### src/rtl/issue_pkg.sv
// Shared types and constants for the instruction issue queue.
package issue_pkg;

  localparam int OP_W    = 3;
  localparam int REG_W   = 4;
  localparam int INSTR_W = OP_W + 2 * REG_W;

  localparam logic [OP_W-1:0] OP_SUB    = 3'd0;
  localparam logic [OP_W-1:0] OP_ADD    = 3'd1;
  localparam logic [OP_W-1:0] OP_OR     = 3'd2;
  localparam logic [OP_W-1:0] OP_AND    = 3'd3;
  localparam logic [OP_W-1:0] OP_RSHIFT = 3'd4;
  localparam logic [OP_W-1:0] OP_LSHIFT = 3'd5;
  localparam logic [OP_W-1:0] OP_CMP_LT = 3'd6;
  localparam logic [OP_W-1:0] OP_CMP_EQ = 3'd7;

  // 11-bit instruction word {op, rs, rt}, stored exactly as received
  typedef struct packed {
    logic [OP_W-1:0]  op;
    logic [REG_W-1:0] rs;
    logic [REG_W-1:0] rt;
  } instr_t;

  typedef enum logic [1:0] {
    ST_EMPTY   = 2'd0,
    ST_PARTIAL = 2'd1,
    ST_FULL    = 2'd2
  } q_state_e;

endpackage

### src/rtl/issue_fifo.sv
// Instruction storage with wrapping read/write pointers and occupancy count.
module issue_fifo
  import issue_pkg::*;
#(
  parameter int DEPTH = 4
) (
  input  logic                   clk,
  input  logic                   rst_n,
  input  logic                   clr,
  input  logic                   push,
  input  logic                   pop,
  input  instr_t                 wr_data,
  output instr_t                 rd_data,
  output logic [$clog2(DEPTH):0] count
);

  localparam int PTR_W = $clog2(DEPTH);

  instr_t           mem [DEPTH];
  logic [PTR_W-1:0] wr_ptr;
  logic [PTR_W-1:0] rd_ptr;

  // Storage write; contents are never reset, only the pointers matter
  always_ff @(posedge clk) begin
    if (push && !clr) mem[wr_ptr] <= wr_data;
  end

  // Pointers wrap naturally because DEPTH is a power of two
  always_ff @(posedge clk or negedge rst_n) begin
    if (!rst_n) begin
      wr_ptr <= '0;
      rd_ptr <= '0;
      count  <= '0;
    end else if (clr) begin
      wr_ptr <= '0;
      rd_ptr <= '0;
      count  <= '0;
    end else begin
      if (push) wr_ptr <= wr_ptr + 1'b1;
      if (pop)  rd_ptr <= rd_ptr + 1'b1;
      case ({push, pop})
        2'b10:   count <= count + 1'b1;
        2'b01:   count <= count - 1'b1;
        default: count <= count;
      endcase
    end
  end

  // Head entry, forced to zero when nothing is queued
  always_comb begin
    rd_data = (count != '0) ? mem[rd_ptr] : '0;
  end

endmodule

### src/rtl/instr_issue_queue.sv
// Issue queue top: producer/execute handshakes, occupancy FSM, result tracking.
module instr_issue_queue
  import issue_pkg::*;
#(
  parameter int DEPTH = 4
) (
  input  logic                   clk,
  input  logic                   rst_n,
  input  logic                   flush,
  input  logic                   in_valid,
  input  logic [2:0]             in_op,
  input  logic [3:0]             in_rs,
  input  logic [3:0]             in_rt,
  output logic                   in_ready,
  output logic                   ex_valid,
  output logic [2:0]             ex_sel,
  output logic [3:0]             ex_rs,
  output logic [3:0]             ex_rt,
  input  logic                   ex_ready,
  input  logic [3:0]             ex_rd,
  output logic [3:0]             last_rd,
  output logic [$clog2(DEPTH):0] count,
  output logic [7:0]             issued
);

  localparam int CNT_W = $clog2(DEPTH) + 1;
  localparam logic [CNT_W-1:0] FULL_CNT = CNT_W'(DEPTH);

  q_state_e state;
  q_state_e state_next;
  logic     push;
  logic     pop;
  instr_t   wr_word;
  instr_t   head;

  issue_fifo #(.DEPTH(DEPTH)) u_fifo (
    .clk     (clk),
    .rst_n   (rst_n),
    .clr     (flush),
    .push    (push),
    .pop     (pop),
    .wr_data (wr_word),
    .rd_data (head),
    .count   (count)
  );

  // Handshake decode; flush blocks both sides
  always_comb begin
    wr_word  = '{op: in_op, rs: in_rs, rt: in_rt};
    in_ready = (state != ST_FULL) && !flush;
    ex_valid = (state != ST_EMPTY);
    push     = in_valid && in_ready;
    pop      = ex_valid && ex_ready && !flush;
    ex_sel   = head.op;
    ex_rs    = head.rs;
    ex_rt    = head.rt;
  end

  // Occupancy state register
  always_ff @(posedge clk or negedge rst_n) begin
    if (!rst_n) state <= ST_EMPTY;
    else        state <= state_next;
  end

  // Occupancy next-state; a simultaneous push and pop holds the state
  always_comb begin
    state_next = state;
    if (flush) begin
      state_next = ST_EMPTY;
    end else if (push && !pop) begin
      state_next = (count == FULL_CNT - 1'b1) ? ST_FULL : ST_PARTIAL;
    end else if (pop && !push) begin
      state_next = (count == CNT_W'(1)) ? ST_EMPTY : ST_PARTIAL;
    end
  end

  // Capture the result and bump the issue counter on every pop
  always_ff @(posedge clk or negedge rst_n) begin
    if (!rst_n) begin
      last_rd <= '0;
      issued  <= '0;
    end else if (pop) begin
      last_rd <= ex_rd;
      issued  <= issued + 8'd1;
    end
  end

endmodule
### config.mk
export PLATFORM = sky130hd
export DESIGN_NAME = instr_issue_queue
export DESIGN_NICKNAME = d
export VERILOG_FILES = /design/src/rtl/issue_pkg.sv /design/src/rtl/issue_fifo.sv /design/src/rtl/instr_issue_queue.sv
export SDC_FILE = /design/constraint.sdc
export NUM_CORES = 1
export LEC_CHECK = 0
export CORE_MARGIN = 4
export CORE_UTILIZATION = 45
export CTS_CLUSTER_DIAMETER = 100
export DETAILED_ROUTE_END_ITERATION = 8
export PLACE_DENSITY = 0.8
export SYNTH_ARGS = -nofsm -noshare
export SYNTH_HDL_FRONTEND = slang
export SYNTH_HIERARCHICAL = 1
export SYNTH_SLANG_ARGS = --single-unit
### constraint.sdc
create_clock -name clk -period 2.35 [get_ports clk]
set_clock_uncertainty 0.1 [all_clocks]
set_input_delay 0.47 -clock clk [delete_from_list [all_inputs] [get_ports clk]]
set_output_delay 0.47 -clock clk [all_outputs]
set_load 0.03 [all_outputs]
==> flow_metrics.py, run 1 <==
metrics = {
    "detailed_routing": {
        "avgRoutedWirePerCell_um": 15.4,
        "antenna_violating_nets_post_route": 0,
        "dr.first_iter.drc_count": 51,
        "dr.pass1.iters": 4,
        "drt-vias-per-instance": 5.02,
        "finalWirelength_um": 4990,
        "remaining_drc_errors": 0,
        "vias": 1621,
    },
    "timing": {
        "final.period_utilization_pct": 96.5,
        "achievable-frequency_ghz": 0.441,
        "worst_pin_slew_ns": 0.320,
        "relative_slew_margins_pct": 78.6,
        "setup_violations": 0,
        "report.final.hold_viol_count": 0,
        "finalWorstPathRequiredPeriod_ns": 2.27,
        "final-max-slew-violation-count": 0,
        "rsz0062_at_grt": "true",
        "slack_of_the_critical_path_ns": 0.0822,
    },
    "cts": {
        "tritoncts": "done",
        "htree_levels": 3,
        "cts-root-to-sink-buffers": 2,
        "clk_pin_slew_worst_paths_ns": 0.07,
        "post_cts_buffers": 0,
        "cts-buffers-inserted": 9,
        "clk_latency_ns": 0.32,
        "cts_num_sinks": 65,
        "ctsRootBufferMaster": "sky130_fd_sc_hd__clkbuf_8",
    },
    "yosys": {
        "synth.yosys.seq_area_share_pct": 67.0,
        "synth_top_cell_by_area": "sky130_fd_sc_hd__edfxtp_1",
        "synth_top_flop_cell": "sky130_fd_sc_hd__edfxtp_1",
        "synth_unique_cells": 33,
        "synth_fp_nets": 194,
        "synth-async-reset-ratio_pct": 32.3,
        "syn_area_um2": 2760,
        "synth-edff-count": 44,
        "synth.top_cells.by_area": "sky130_fd_sc_hd__edfxtp_1 48%, sky130_fd_sc_hd__dfrtp_1 19%, sky130_fd_sc_hd__mux4_2 8.2%, sky130_fd_sc_hd__nor2b_1 3.6%, sky130_fd_sc_hd__xnor2_1 2.9%",
        "synth-seq-cells": 65,
        "yosysWarnings": 6,
        "post-synth-top-area-fraction_pct": 47.9,
        "post_synth_inst_count": 168,
        "synthesis.area_per_instance_um2": 16.4,
    },
    "power_and_ir_drop": {
        "p_sw_mw": 0.787,
        "pwr-share-clk_pct": 28.4,
        "ir_drop_mv": 0.552,
        "cellInternalPower_mw": 1.94,
        "leakagePower_nw": 1.36,
        "power.density_nw_per_um2": 755,
        "sequentialPowerShare_pct": 50.0,
        "comb_power_share_pct": 21.6,
        "switching_share_pct": 28.9,
    },
    "global_route": {
        "global_route.usage.met3_pct": 3.04,
        "top_usage_layer": "met2",
        "globalRouteMet1Util_pct": 18.4,
        "gr-usage-met2_pct": 24.6,
        "groute.usage.overall_pct": 14.8,
        "pin_count_of_the_biggest_net_entering_global_routing": 22,
        "number_of_global_route_vias_before_repair": 1715,
        "globalRoute.totalOverflow": 0,
        "first_pass_grt_wire_length_um": 8300,
        "initial_antenna_violation_count": 0,
    },
    "die": {
        "i_o_pin_count": 48,
        "core_area_um2": 5920,
        "initial_utilization_pct": 46.6,
        "chipWidth_um": 86.3,
        "die_area_um2": 7440,
        "placement_rows": 28,
        "fp.dieH_um": 86.3,
    },
    "finish": {
        "synthToLayoutAreaGrowth_pct": 31.1,
        "post-route-cell-area_um2": 3620,
        "drive_above_1_share_pct": 28.2,
        "antenna-diode-count": 0,
        "num-nets-final": 269,
        "final.fill_count": 459,
    },
    "place": {
        "placed_cell_area_um2": 3500,
        "dp_hpwl_um": 3540,
        "gp_routability_congestion": 0.714,
        "placement.setup.worst_slack_ns": -0.153,
        "place.port_buffers": 47,
    },
    "worst_setup_path": {
        "timing.critical_path.to_type": "output pin",
        "rr_endpoint": "u_fifo/count[2]",
        "timing.reg2reg.worst_path_depth": 8,
        "critPathArrivalTime_ns": 1.70,
        "r2r_setup_slack_ns": 0.22,
        "path_class": "reg -> out",
        "critical_path_peak_fanout": 7,
        "cp_data_required_time_ns": 1.78,
        "crit-reg2reg-launch": "state[0]",
        "setup.worst_path.start_class": "flip-flop",
    },
    "run": {
        "maxCapViolCount": 0,
    },
    "status": {
        "run_status": "complete, no violations",
    },
    "hold_path": {
        "hold_path_class": "in -> async",
    },
}
Yosys cell counts (all sizes together) (2+ instances only):
master,instances
edfxtp,44
dfrtp,21
nor2b,16
mux4,11
xnor2,9
nor2,8
nand2,6
and2,5
ha,5
mux2,5
nand4,4
o21ai,4
xor2,4
buf,3
nor3,3
a21oi,2
and3,2
clkbuf,2
inv,2
mux2i,2
nand2b,2
nor3b,2
worst max-delay path by stage:
| stage | from | end | slack, ns | cells past startpoint |
|---|---|---|---|---|
| 2_1_floorplan | state[0] | u_fifo/count[2] | 0.02 | 9 |
| 3_3_place_gp | flush | u_fifo/count[2] | -0.03 | 8 |
| 3_5_place_dp | flush | u_fifo/count[2] | -0.15 | 8 |
| 4_1_cts | u_fifo/rd_ptr[0] | ex_rt[0] | 0.03 | 4 |
| 5_1_grt | u_fifo/rd_ptr[0] | ex_rt[2] | -0.007 | 4 |
| 6_report | u_fifo/rd_ptr[0] | ex_rt[2] | 0.08 | 4 |
worst max-delay path, cell delays in order (launching register included):
cell	delay (ns)
sky130_fd_sc_hd__dfrtp_1	0.39
sky130_fd_sc_hd__buf_6	0.17
sky130_fd_sc_hd__mux4_2	0.51
sky130_fd_sc_hd__nor2b_1	0.15
sky130_fd_sc_hd__buf_4	0.16
routing by layer:
layer	part of all wire (%)	wire length, um
met2	53	2660
met5	0	0
met4	1.8	88
met3	3.2	159
met1	42	2080
what timing repair did:
action | 4_1_cts | 5_1_grt
hold buffers | 0 | 0
setup endpoints to repair | 11 | 3
gates resized for setup | 58 | 7
power groups by stage:
stage | sequential (mW) | clock, mW | combinational, mW
after floorplan | 1.50 | 0 | 0.216
after CTS | 1.37 | 0.800 | 0.596
after global placement | 1.39 | 0 | 0.605
final | 1.36 | 0.774 | 0.591
after detailed placement | 1.39 | 0 | 0.615
after global routing | 1.38 | 0.854 | 0.629
cells by family after synthesis:
| kind of cell | count (synthesis) | share of synthesized area, % |
|---|---|---|
| xor gates and xnor gates | 13 | 4.13 |
| buffers and inverters | 7 | 1.32 |
| AOI/OAI and AO/OA | 8 | 1.81 |
| muxes | 18 | 11.9 |
| and+or+nand+nor | 51 | 10.9 |
| adders and majority gates | 6 | 2.99 |
| DFF | 65 | 67.0 |
cells in the final DEF, fill, tap and decap left out, types with 6 or more instances in the layout:
cell type and count:
sky130_fd_sc_hd__nor2_1 7, sky130_fd_sc_hd__clkdlybuf4s50_1 35, sky130_fd_sc_hd__mux4_2 11, sky130_fd_sc_hd__clkbuf_8 9, sky130_fd_sc_hd__edfxtp_1 44, sky130_fd_sc_hd__nand2_1 6
sky130_fd_sc_hd__nor2b_1 15, sky130_fd_sc_hd__buf_4 21, sky130_fd_sc_hd__buf_2 8, sky130_fd_sc_hd__xnor2_1 9, sky130_fd_sc_hd__dfrtp_1 20
through the flow:
step	cells	total power [mW]	util (%)	hold WS [ns]	setup TNS, ns
3_3_place_gp	307	1.99	59.0	0.371	-0.551
6_report	323	2.73	61.1	0.390	0
4_1_cts	323	2.76	61.0	0.386	0
3_5_place_dp	307	2.00	59.0	0.394	-3.55
5_1_grt	323	2.86	61.1	0.396	-0.0120
2_1_floorplan	168	1.71	-	0.0744	0
area by class of cell:
| cell class | count | area [um^2] | area share, % |
|---|---|---|---|
| tap | 75 | 93.8 | 2.60 |
| timing repair buffer | 69 | 631 | 17.4 |
| clock buffer | 10 | 128 | 3.53 |
| inverter | 2 | 7.51 | 0.208 |
| sequential | 65 | 1850 | 51.1 |
| clock inverter | 6 | 35.0 | 0.969 |
| multi-input combinational | 96 | 873 | 24.2 |
registers in the layout, summed over array words and instances (netlist names):
signal         count
last_rd            4
issued             8
u_fifo/rd_ptr      2
u_fifo/mem        44
u_fifo/wr_ptr      2
u_fifo/count       3
state              2
Power figures use the tool's default switching activity.
==> inputs of run 2 (changes only) <==
--- a/config.mk
+++ b/config.mk
@@ -9,7 +9,9 @@
 export CORE_UTILIZATION = 45
 export CTS_CLUSTER_DIAMETER = 100
 export DETAILED_ROUTE_END_ITERATION = 8
+export GPL_TIMING_DRIVEN = 0
 export PLACE_DENSITY = 0.8
+export SLEW_MARGIN = 20
 export SYNTH_ARGS = -nofsm -noshare
 export SYNTH_HDL_FRONTEND = slang
 export SYNTH_HIERARCHICAL = 1
==> flow_metrics.py, run 2 (synthesized netlist as in run 1, its figures left out) <==
metrics = {
    "place": {
        "placement.setup.worst_slack_ns": -0.532,
        "place.port_buffers": 47,
        "dp_hpwl_um": 3390,
        "placed_cell_area_um2": 3320,
        "gp_routability_congestion": 0.742,
    },
    "finish": {
        "drive_above_1_share_pct": 31.8,
        "antenna-diode-count": 0,
        "largest_register_ffs": 44,
        "final_cell_mix": "44 x sky130_fd_sc_hd__edfxtp_1, 33 x sky130_fd_sc_hd__clkdlybuf4s50_1, 18 x sky130_fd_sc_hd__dfrtp_1, 11 x sky130_fd_sc_hd__mux4_2",
        "biggestRegsByFlops": "u_fifo/mem x44, issued x8, last_rd x4",
        "synthToLayoutAreaGrowth_pct": 32.6,
        "num-nets-final": 260,
        "post-route-cell-area_um2": 3660,
        "layout.cells.most_common": "sky130_fd_sc_hd__edfxtp_1",
        "largest-register": "u_fifo/mem",
        "post-route-util_pct": 61.7,
    },
    "worst_setup_path": {
        "setup.worst_path.start_class": "flip-flop",
        "path_class": "reg -> out",
        "crit_path_cell_trace": "clkbuf_16 > mux4_2 > nor2b_1 > buf_4",
        "critical_path.top_delay_family": "multiplexers",
        "delay_of_the_slowest_cell_on_the_worst_path_ns": 0.48,
        "cp.buffers_inverters": 2,
        "crit_slowest_cell": "sky130_fd_sc_hd__mux4_2",
        "cp_data_required_time_ns": 1.78,
        "critical_path_peak_fanout": 4,
        "critPathArrivalTime_ns": 1.74,
        "timing.critical_path.to_type": "output pin",
    },
    "timing": {
        "relative_slew_margins_pct": 35.2,
        "final.period_utilization_pct": 98.2,
        "worst_pin_slew_ns": 0.969,
        "rsz0062_at_grt": "true",
        "finalWorstPathRequiredPeriod_ns": 2.31,
        "final.setup.tns_ns": 0,
        "slack_of_the_critical_path_ns": 0.0428,
        "final-max-slew-violation-count": 0,
        "achievable-frequency_ghz": 0.433,
        "setup_violations": 0,
        "report.final.hold_viol_count": 0,
    },
    "die": {
        "initial_utilization_pct": 46.6,
        "placement_rows": 28,
        "fp.dieH_um": 86.3,
        "core_area_um2": 5920,
        "die_area_um2": 7440,
        "chipWidth_um": 86.3,
        "i_o_pin_count": 48,
    },
    "detailed_routing": {
        "dr.first_iter.drc_count": 134,
        "drt-vias-per-instance": 5.04,
        "finalWirelength_um": 5180,
        "vias": 1583,
        "remaining_drc_errors": 0,
        "avgRoutedWirePerCell_um": 16.5,
        "dr.pass1.iters": 4,
        "antenna_violating_nets_post_route": 0,
    },
    "global_route": {
        "pin_count_of_the_biggest_net_entering_global_routing": 22,
        "globalRoute.totalOverflow": 0,
        "initial_antenna_violation_count": 0,
        "groute.usage.overall_pct": 14.8,
        "number_of_global_route_vias_before_repair": 1622,
        "first_pass_grt_wire_length_um": 8220,
    },
    "cts": {
        "cts-root-to-sink-buffers": 2,
        "htree_levels": 3,
        "clk_pin_slew_worst_paths_ns": 0.08,
        "tritoncts": "done",
        "holdBufCountCts": 0,
        "cts_num_sinks": 65,
        "clk_latency_ns": 0.33,
        "cts-buffers-inserted": 9,
        "ctsRootBufferMaster": "sky130_fd_sc_hd__clkbuf_8",
    },
    "run": {
        "maxCapViolCount": 0,
    },
    "hold_path": {
        "hold_path_class": "reg -> reg",
    },
    "power_and_ir_drop": {
        "leakagePower_nw": 1.37,
        "ir_drop_mv": 0.473,
        "power.density_nw_per_um2": 770,
        "design_power_total_mw": 2.82,
    },
    "status": {
        "run_status": "complete, no violations",
    },
}
==> run 2: changes by cell type in the layout (fill, tap and decap cells not counted), moves of 4 or more <==
cell	previous run	this run
sky130_fd_sc_hd__and2_2	0	4
sky130_fd_sc_hd__buf_4	21	9
sky130_fd_sc_hd__nor2b_1	15	9
sky130_fd_sc_hd__and2_1	5	1
sky130_fd_sc_hd__buf_2	8	2
sky130_fd_sc_hd__nor2b_4	0	6
sky130_fd_sc_hd__buf_6	2	7
==> run 2: path summary, 6_finish.rpt <==
path | cells past startpoint | start | end | slack (ns)
min in group asynchronous | 1 | rst_n | u_fifo/rd_ptr[0] | 0.57
worst min-delay path | 1 | issued[7] | issued[7] | 0.38
worst max-delay path | 4 | u_fifo/rd_ptr[0] | ex_rs[2] | 0.04
worst min register to register | 1 | issued[7] | issued[7] | 0.38
max in group asynchronous | 1 | rst_n | state[1] | 0.92
worst max register to register | 8 | state[0] | u_fifo/count[2] | 0.16
==> run 2: cell type report <==
cell class / instances / area (um^2)
plain buffers: 5 / 46.3
clock buffers: 10 / 128
clock inverters: 6 / 45.0
fillers: 419 / 2260
inverters: 2 / 7.51
multi-input cells: 96 / 946
flip-flops and latches: 65 / 1850
well taps: 75 / 93.8
repair buffers: 55 / 539
==> run 2: report_power, final <==
part / internal [mW] / switching (mW) / total (mW)
logic: 0.290 / 0.337 / 0.627
clock network: 0.386 / 0.434 / 0.820
registers: 1.30 / 0.0691 / 1.37
total: 1.97 / 0.841 / 2.82
==> run 2: timing repair <==
action | 4_1_cts | 5_1_grt
setup buffers | 1 | 6
pin swaps | 0 | 1
gates resized for setup | 62 | 46
gates cloned | 0 | 1
endpoints found under the hold margin | 0 | 0
setup endpoints to repair | 57 | 12
==> run 2: stage by stage <==
step	std cells	hold slack, ns
after floorplan	168	0.0744
after global placement	290	0.367
after detailed placement	290	0.369
after CTS	307	0.380
after global routing	314	0.430
final	314	0.381
==> run 2: per-layer routing <==
layer  vias up  GRT usage (%)  wire, um
li1        752              -         -
met1       799           18.4      2130
met2        24           24.5      2790
met3         8           3.14       156
met4         0           7.65       101
met5         -              0         0
==> run 2: worst reg2reg max path, stage by stage, from the launching register on <==
cell and delay, ns:
sky130_fd_sc_hd__dfrtp_2 0.44, sky130_fd_sc_hd__buf_4 0.15, sky130_fd_sc_hd__o21ai_2 0.26, sky130_fd_sc_hd__nor2_4 0.09, sky130_fd_sc_hd__nor2b_1 0.15, sky130_fd_sc_hd__fa_1 0.38, sky130_fd_sc_hd__and3b_1 0.21, sky130_fd_sc_hd__o21ai_0 0.15
sky130_fd_sc_hd__nor3b_2 0.19
